File: src/rtl/dmem_arb_pkg.sv
// Shared types and constants for the two-port data-memory arbiter.
// State encodings are plain constants so legacy code can still compare against them.
package dmem_arb_pkg;

    localparam int DATA_W = 16;
    localparam int ADDR_W = 16;

    localparam logic PORT_CPU = 1'b0;
    localparam logic PORT_DMA = 1'b1;

    typedef logic [1:0] state_t;

    localparam state_t IDLE   = 2'd0;
    localparam state_t ACCESS = 2'd1;
    localparam state_t DONE   = 2'd2;

endpackage

File: src/rtl/dmem_arbiter_if.sv
// Requester handshake and data-memory bus shared by the arbiter and its environment.
// slave is the arbiter's view; master is the requesters plus memory.
interface dmem_arbiter_if #(
    parameter int DATA_W = dmem_arb_pkg::DATA_W,
    parameter int ADDR_W = dmem_arb_pkg::ADDR_W
);
    import dmem_arb_pkg::*;

    logic              req0;
    logic              req1;
    logic              we0;
    logic              we1;
    logic [ADDR_W-1:0] addr0;
    logic [ADDR_W-1:0] addr1;
    logic [DATA_W-1:0] wdata0;
    logic [DATA_W-1:0] wdata1;
    logic              ack0;
    logic              ack1;
    logic [DATA_W-1:0] rdata;
    logic              err;
    logic [ADDR_W-1:0] mem_access_addr;
    logic [DATA_W-1:0] mem_write_data;
    logic              mem_write_en;
    logic              mem_read;
    logic [DATA_W-1:0] mem_read_data;

    modport slave (
        input  req0, req1, we0, we1, addr0, addr1, wdata0, wdata1,
        output ack0, ack1, rdata, err,
        output mem_access_addr, mem_write_data, mem_write_en, mem_read,
        input  mem_read_data
    );

    modport master (
        output req0, req1, we0, we1, addr0, addr1, wdata0, wdata1,
        input  ack0, ack1, rdata, err,
        input  mem_access_addr, mem_write_data, mem_write_en, mem_read,
        output mem_read_data
    );

endinterface

File: src/rtl/dmem_arbiter_rr_arb2.sv
// Combinational two-way picker: round-robin on a tie when enabled, else port 0 wins.
module rr_arb2 (
    input  logic [1:0] i_req,
    input  logic       i_last_served,
    input  logic       i_rr_en,
    output logic [1:0] o_grant,
    output logic       o_idx
);
    import dmem_arb_pkg::*;

    always_comb begin
        o_grant = i_req;
        if (i_req == 2'b11) begin
            o_grant = (i_rr_en && (i_last_served == PORT_CPU)) ? 2'b10 : 2'b01;
        end
        o_idx = o_grant[1] ? PORT_DMA : PORT_CPU;
    end

endmodule

File: src/rtl/dmem_arbiter.sv
// Arbitrates CPU and DMA ports onto the single-port data memory: IDLE -> ACCESS -> DONE,
// with a one-cycle ack carrying registered read data and an out-of-range flag.
module dmem_arbiter #(
    parameter int DATA_W = dmem_arb_pkg::DATA_W,
    parameter int ADDR_W = dmem_arb_pkg::ADDR_W,
    parameter int DEPTH  = 8,
    parameter bit RR_EN  = 1'b1
) (
    input logic           clk,
    input logic           rst,
    dmem_arbiter_if.slave bus
);
    import dmem_arb_pkg::*;

    localparam logic [ADDR_W-1:0] DEPTH_A = ADDR_W'(DEPTH);

    state_t            r_state;
    logic              r_we;
    logic [ADDR_W-1:0] r_addr;
    logic [DATA_W-1:0] r_wdata;
    logic              r_idx;
    logic              r_last;
    logic [DATA_W-1:0] r_rdata;
    logic              r_err;

    logic [1:0]        w_grant;
    logic              w_gidx;
    logic              w_access;
    logic              w_in_range;
    logic              w_rd_hit;

    rr_arb2 u_arb (
        .i_req         ({bus.req1, bus.req0}),
        .i_last_served (r_last),
        .i_rr_en       (RR_EN),
        .o_grant       (w_grant),
        .o_idx         (w_gidx)
    );

    assign w_access   = (r_state == ACCESS);
    assign w_in_range = (r_addr < DEPTH_A);
    assign w_rd_hit   = !r_we && w_in_range;

    always_ff @(posedge clk) begin
        if (rst) begin
            r_state <= IDLE;
            r_we    <= 1'b0;
            r_addr  <= '0;
            r_wdata <= '0;
            r_idx   <= PORT_CPU;
            r_last  <= PORT_DMA;
            r_rdata <= '0;
            r_err   <= 1'b0;
        end else begin
            case (r_state)
                IDLE: begin
                    if (|w_grant) begin
                        r_we    <= w_grant[1] ? bus.we1    : bus.we0;
                        r_addr  <= w_grant[1] ? bus.addr1  : bus.addr0;
                        r_wdata <= w_grant[1] ? bus.wdata1 : bus.wdata0;
                        r_idx   <= w_gidx;
                        r_last  <= w_gidx;
                        r_state <= ACCESS;
                    end
                end
                ACCESS: begin
                    r_rdata <= w_rd_hit ? bus.mem_read_data : '0;
                    r_err   <= !w_in_range;
                    r_state <= DONE;
                end
                DONE:    r_state <= IDLE;
                default: r_state <= IDLE;
            endcase
        end
    end

    assign bus.mem_access_addr = w_access ? r_addr  : '0;
    assign bus.mem_write_data  = w_access ? r_wdata : '0;
    // A reset landing on the strobe edge must not let the aborted write reach memory.
    assign bus.mem_write_en    = w_access && r_we && w_in_range && !rst;
    assign bus.mem_read        = w_access && w_rd_hit;

    assign bus.ack0  = (r_state == DONE) && (r_idx == PORT_CPU);
    assign bus.ack1  = (r_state == DONE) && (r_idx == PORT_DMA);
    assign bus.rdata = r_rdata;
    assign bus.err   = r_err;

endmodule

File: src/flat_wrapper.sv
// flat-port wrapper written by rule: the top's interface ports become plain ports
module dmem_arbiter_flat import dmem_arb_pkg::*;
#(
    parameter int DATA_W = dmem_arb_pkg::DATA_W,
    parameter int ADDR_W = dmem_arb_pkg::ADDR_W,
    parameter int DEPTH  = 8,
    parameter bit RR_EN  = 1'b1
)
  (clk, rst, bus_req0, bus_req1, bus_we0, bus_we1, bus_addr0, bus_addr1, bus_wdata0, bus_wdata1, bus_ack0, bus_ack1, bus_rdata, bus_err, bus_mem_access_addr, bus_mem_write_data, bus_mem_write_en, bus_mem_read, bus_mem_read_data);
  dmem_arbiter_if #(.DATA_W(DATA_W), .ADDR_W(ADDR_W)) bus_i ();
  input logic clk;
  input logic rst;
  input wire logic [$bits(bus_i.req0)-1:0] bus_req0;
  input wire logic [$bits(bus_i.req1)-1:0] bus_req1;
  input wire logic [$bits(bus_i.we0)-1:0] bus_we0;
  input wire logic [$bits(bus_i.we1)-1:0] bus_we1;
  input wire logic [$bits(bus_i.addr0)-1:0] bus_addr0;
  input wire logic [$bits(bus_i.addr1)-1:0] bus_addr1;
  input wire logic [$bits(bus_i.wdata0)-1:0] bus_wdata0;
  input wire logic [$bits(bus_i.wdata1)-1:0] bus_wdata1;
  output wire logic [$bits(bus_i.ack0)-1:0] bus_ack0;
  output wire logic [$bits(bus_i.ack1)-1:0] bus_ack1;
  output wire logic [$bits(bus_i.rdata)-1:0] bus_rdata;
  output wire logic [$bits(bus_i.err)-1:0] bus_err;
  output wire logic [$bits(bus_i.mem_access_addr)-1:0] bus_mem_access_addr;
  output wire logic [$bits(bus_i.mem_write_data)-1:0] bus_mem_write_data;
  output wire logic [$bits(bus_i.mem_write_en)-1:0] bus_mem_write_en;
  output wire logic [$bits(bus_i.mem_read)-1:0] bus_mem_read;
  input wire logic [$bits(bus_i.mem_read_data)-1:0] bus_mem_read_data;
  assign bus_i.req0 = bus_req0;
  assign bus_i.req1 = bus_req1;
  assign bus_i.we0 = bus_we0;
  assign bus_i.we1 = bus_we1;
  assign bus_i.addr0 = bus_addr0;
  assign bus_i.addr1 = bus_addr1;
  assign bus_i.wdata0 = bus_wdata0;
  assign bus_i.wdata1 = bus_wdata1;
  assign bus_ack0 = bus_i.ack0;
  assign bus_ack1 = bus_i.ack1;
  assign bus_rdata = bus_i.rdata;
  assign bus_err = bus_i.err;
  assign bus_mem_access_addr = bus_i.mem_access_addr;
  assign bus_mem_write_data = bus_i.mem_write_data;
  assign bus_mem_write_en = bus_i.mem_write_en;
  assign bus_mem_read = bus_i.mem_read;
  assign bus_i.mem_read_data = bus_mem_read_data;
  dmem_arbiter #(.DATA_W(DATA_W), .ADDR_W(ADDR_W), .DEPTH(DEPTH), .RR_EN(RR_EN)) u_core (.clk(clk), .rst(rst), .bus(bus_i));
endmodule
File: config.mk
export PLATFORM = sky130hd
export DESIGN_NAME = dmem_arbiter_flat
export DESIGN_NICKNAME = d
export VERILOG_FILES = /design/src/rtl/dmem_arb_pkg.sv /design/src/rtl/dmem_arbiter_if.sv /design/src/rtl/dmem_arbiter_rr_arb2.sv /design/src/rtl/dmem_arbiter.sv /design/src/flat_wrapper.sv
export SDC_FILE = /design/constraint.sdc
export NUM_CORES = 1
export LEC_CHECK = 0
export ABC_AREA = 0
export CORE_ASPECT_RATIO = 0.6
export CORE_MARGIN = 4
export CORE_UTILIZATION = 36
export DETAILED_ROUTE_END_ITERATION = 8
export GPL_TIMING_DRIVEN = 0
export HOLD_SLACK_MARGIN = 0.05
export PLACE_DENSITY = 0.76
export SLEW_MARGIN = 20
export SYNTH_ARGS = -nofsm -noshare
export SYNTH_HDL_FRONTEND = slang
export SYNTH_SLANG_ARGS = --single-unit
File: constraint.sdc
create_clock -name clk -period 1.24 [get_ports clk]
set_input_delay 0.186 -clock clk [delete_from_list [all_inputs] [get_ports clk]]
set_output_delay 0.186 -clock clk [all_outputs]
set_load 0.1 [all_outputs]
Word level (Yosys, flattened, before mapping). Cells that the tools add are included.

Magnitude comparators: 1. Eq/ne operators: 4. Multiplexer cells: 11. Bitwise operators: 1. Reductions and logical operators: 13.

Operators with widths (number): 2-to-1 mux 16 bit (5); < comparator 16 x 4 -> 1 bit (second input constant) (1); logical AND 1 bit (7); 2-to-1 mux 2 bit (3); == test 2 bit (second input constant) (2); case mux 2 bit (2 select lines) (1); logical NOT 1 bit (3); == test 2 x 1 -> 1 bit (second input constant) (1); logical NOT 2 bit (1); 2-to-1 mux 1 bit (2); inequality test 2 x 1 -> 1 bit (second input constant) (1); AND reduction 2 bit (1); OR reduction 2 bit (1); NOT 1 bit (1).

Flip-flop bits (word level): 54. Input bits: 86. Output and inout port bits: 53. Logic and storage cells: 38.

Depth between registers and ports, before layout.
Word-level depth: 5. Mapped depth: 6. Depth with buffers taken out: 3.

Cells and area by module. Synthesis repeated with hierarchy kept, for this count alone.

Cell total of the unflattened synthesis: 258. Area total of the unflattened synthesis: 2680.1 µm².

By module, submodules not included: dmem_arbiter (instances 1, cells an instance 253, area an instance 2642.5 µm², seq. area each 1081.0 µm²); rr_arb2 (instances 1, cells an instance 5, area an instance 37.5 µm², seq. area each 0.0 µm²).

Worst setup path after synthesis. Ideal clock, no wire load.

Path kind: register to output. Start: reg u_core.r_state[1]. End: out bus_ack0. Arrival time: 2.575 ns. Data required time: 1.054 ns. Setup slack: -1.521 ns. Stages on the path, launching flop included: 2. Buffers on the path: 0. Path through: dfxtp_1 -> nor3b_1.

Longest elaborated chain between the ends: 2.

Ends and longest elaborated chain: start, declared (line dmem_arbiter.sv:17) `state_t r_state;`; start signal, assigned (line dmem_arbiter.sv:46) `r_state <= IDLE;`; start signal, assigned (line dmem_arbiter.sv:63) `r_state <= ACCESS;`; start signal, assigned (line dmem_arbiter.sv:69) `r_state <= DONE;`; == test 2 bit (line dmem_arbiter.sv:83) `assign bus.ack0 = (r_state == DONE) && (r_idx == PORT_CPU);`; logical AND 1 bit (line dmem_arbiter.sv:83); end, declared (line flat_wrapper.sv:21) `output wire logic [$bits(bus_i.ack0)-1:0] bus_ack0;`.

No other way between the ends.

Worst setup path after layout.
Start: reg u_core.r_addr[9]. End: out bus_mem_write_en.

Longest elaborated chain between the ends: 3.

Ends and longest elaborated chain: start, declared (line dmem_arbiter.sv:19) `logic [ADDR_W-1:0] r_addr;`; start signal, assigned (line dmem_arbiter.sv:59) `r_addr <= w_grant[1] ? bus.addr1 : bus.addr0;`; < comparator 16 x 4 -> 1 bit (line dmem_arbiter.sv:41) `assign w_in_range = (r_addr < DEPTH_A);`; logical AND 1 bit (2 in a row) (line dmem_arbiter.sv:80) `assign bus.mem_write_en = w_access && r_we && w_in_range && !rst;`; end, declared (line flat_wrapper.sv:27) `output wire logic [$bits(bus_i.mem_write_en)-1:0] bus_mem_write_en;`.

No other way between the ends.

==> metrics <==
min-delay worst type in2reg; total track usage between 20% and 30%; worst-skew pair later-pin latency 290 ps; Area growth syn-to-layout 111%; multiplexer area fraction after synthesis 0%; PortBufs approximately 140; vias per inst 5.32; Layout Cells excl Fill 582; Post-Place Worst Slack -1520 ps; yosys warns 0; Reg2Reg Depth 7; antenna violations before repair 0; Final nets 563; final WL 11,400 um; crit end category primary output; CP max stage delay 360 ps; hold_ws 299 ps; logic gate share of total power 40.9%; vias in the first global route 2,955; CTS tree built; ANT nets after route 0; Finished Cell Area 5790 sq um; Slew headroom 67.4%; worst-path cell chain nor4_2 > and4_1 > buf_6 > buf_8 > and3b_2 > buf_12; clk slew on worst S/H paths around 70 ps; Worst Setup SP u_core.r_addr[9]; Synth Area in Adders 0%; Post-synth EDFFs 0; area post-placement 4420 sq um; clk root buf clkbuf_16; PnR Total Power 5.86 mW; Tcrit/Tclk final 159%; clock power share 24.7%; f_max slightly above 500 MHz; Final min period between 1500 and 2000 ps; global route total overflow 0; Avg WL per Cell 19.6 um; commonest non-fill, non-tap cell in the layout clkdlybuf4s50_1; # H-tree levels 2; Post-synth ARST share 0%; main flop type after synthesis dfxtp_1; Die ar. around 9100 sq um; largest net degree at the start of global routing 16; area of the core between 7000 and 8000 sq um; most frequent cells in the layout 82 x clkdlybuf4s50_1, 66 x nand2_1, 41 x buf_12; share of synthesized cell area in and, or, nand and nor gates 23.6%; top post-synthesis cells by area dfxtp_1 39%, a311oi_2 16%, nand2_1 9.2%; Top Ports 139; largest family of logic cells by synthesized area compound AO/OA/AOI/OAI gates; unrepaired setup endpoints after global routing yes; Clock Sinks 54; buffer depth of the longest clock path 2; PwrDens roughly 1000 nW/um^2; die height 75.6 um; Psw approximately 2.0 mW; Crit path arrival time 1780 ps; Synth Area in XOR/XNOR 0%; cell count after placement 544; Hold Vio Cnt, Final 0; Die Width 121 um; fillers 478; clock skew 3.12 ps; area share of the largest cell type after synthesis about two fifths; failing checks negative setup slack; initial DRC count 187; Critical Path RT 1050 ps; Crit Path Class reg2out; post-synth top area cell dfxtp_1; Int Pwr 3.89 mW; number of max-slew violations in the final report 0; CP max-delay cell dfxtp_1; DRC viols 0; FF+latch count, synth 54; leak pwr 2.32 nW; # setup viols final 85; total CTS buffers 5; # rows 24; first-pass GRT wire length roughly 15,000 um; multi-input logic area between 1500 and 2000 sq um; n_diodes 0; startpoint types flip-flop; Max Cap Violations 0; initial core utilization between 30 and 40%; Cells after Synth 302; peak supply drop 0.000601 V; global placement routability congestion between 0.7 and 0.8; WHS Path Cells 3; mapped cell area 2740 sq um; vias 3,097; syn nets 388; Sequential Power Share 34.4%; Sw Ratio about a third; CP Max Fanout 4; Worst Max-Slew Pin Slew between 400 and 500 ps; worst hold start bus_req0; final setup TNS -21,750 ps; Synth Area in Compound Gates 30.4%; share of cells above drive strength 1 between 50 and 60%; post-DP HPWL a little over 7000 um; PnR worst setup slack -728 ps; library cells used by synthesis 27; Final Util 79.0%; status finished with violations; Reg2Reg Launch Point u_core.r_addr[9]; post-synthesis average cell area 9.07 sq um; sequential share of the synthesized area 39.5%; Register Area 1110 sq um; DR pass1 iterations 5
==> power by group through the flow <==
stage | Sequential, mW | Clock, mW | Combinational, mW
floorplan | 2.05 | 0 | 1.10
global route | 2.03 | 1.52 | 2.50
global placement | 2.02 | 0 | 1.68
detailed placement | 2.02 | 0 | 1.69
CTS | 2.00 | 1.46 | 2.04
finish | 2.02 | 1.45 | 2.40
==> path summary, 6_finish.rpt <==
kind	endpoint	slack [ps]
setup reg to reg	u_core.bus.rdata[12]	-310
setup / recovery	bus_mem_write_en	-730
hold / removal	u_core.r_last	300
hold reg to reg	u_core.bus.rdata[1]	470
==> flip-flops by register name (all words and copies together) (netlist names) <==
name / cells
u_core.bus.rdata: 16
u_core.r_addr: 16
u_core.r_wdata: 16
u_core.r_state: 2
u_core.bus.err: 1
u_core.r_idx: 1
u_core.r_last: 1
u_core.r_we: 1
==> Yosys cell counts, types with 2 or more instances <==
cell type / instances
dfxtp_1: 54
nor4_1: 2
nor3b_1: 10
nor3_1: 2
a31o_2: 9
a311oi_1: 4
and2_1: 32
a311oi_2: 29
buf_4: 3
nor2_1: 4
buf_2: 8
a32o_1: 7
and3b_1: 2
a21oi_1: 35
buf_6: 5
nand2_1: 67
clkbuf_1: 15
a21bo_2: 2
nor2b_1: 4
==> per-layer routing <==
metal | GRT usage (%) | wire [um] | share of wire [%]
met1 | 28.1 | 5070 | 45
met2 | 34.6 | 5280 | 46
met3 | 6.53 | 899 | 7.9
met4 | 4.40 | 131 | 1.2
met5 | 0 | 0 | 0
==> logic make-up after synthesis <==
| logic type | Yosys count |
|---|---|
| buffers and inverters | 32 |
| and+or+nand+nor | 128 |
| DFF | 54 |
| AOI/OAI and AO/OA | 88 |
==> timing repair <==
action,CTS,global route
endpoints found under the setup margin,106,94
hold buffers,0,0
pin swaps,19,39
buffers inserted,15,7
cloned,1,11
resized for setup,493,66
==> worst max-delay path, delay by kind of cell (launching register included) <==
| kind | cells | cell delay, ps |
|---|---|---|
| AND/OR/NAND/NOR | 3 | 740 |
| buffers and inverters | 3 | 380 |
| flip-flops | 1 | 360 |
==> area by class of cell <==
| class | instances | area share [%] |
|---|---|---|
| Timing Repair Buffer | 170 | 37.6 |
| Multi-Input combinational cell | 217 | 31.6 |
| Clock buffer | 7 | 2.46 |
| Tap cell | 104 | 2.25 |
| Clock inverter | 1 | 0.0865 |
| Sequential cell | 54 | 19.2 |
| Buffer | 29 | 6.77 |
Note: power is estimated with default switching activity, not from simulation.
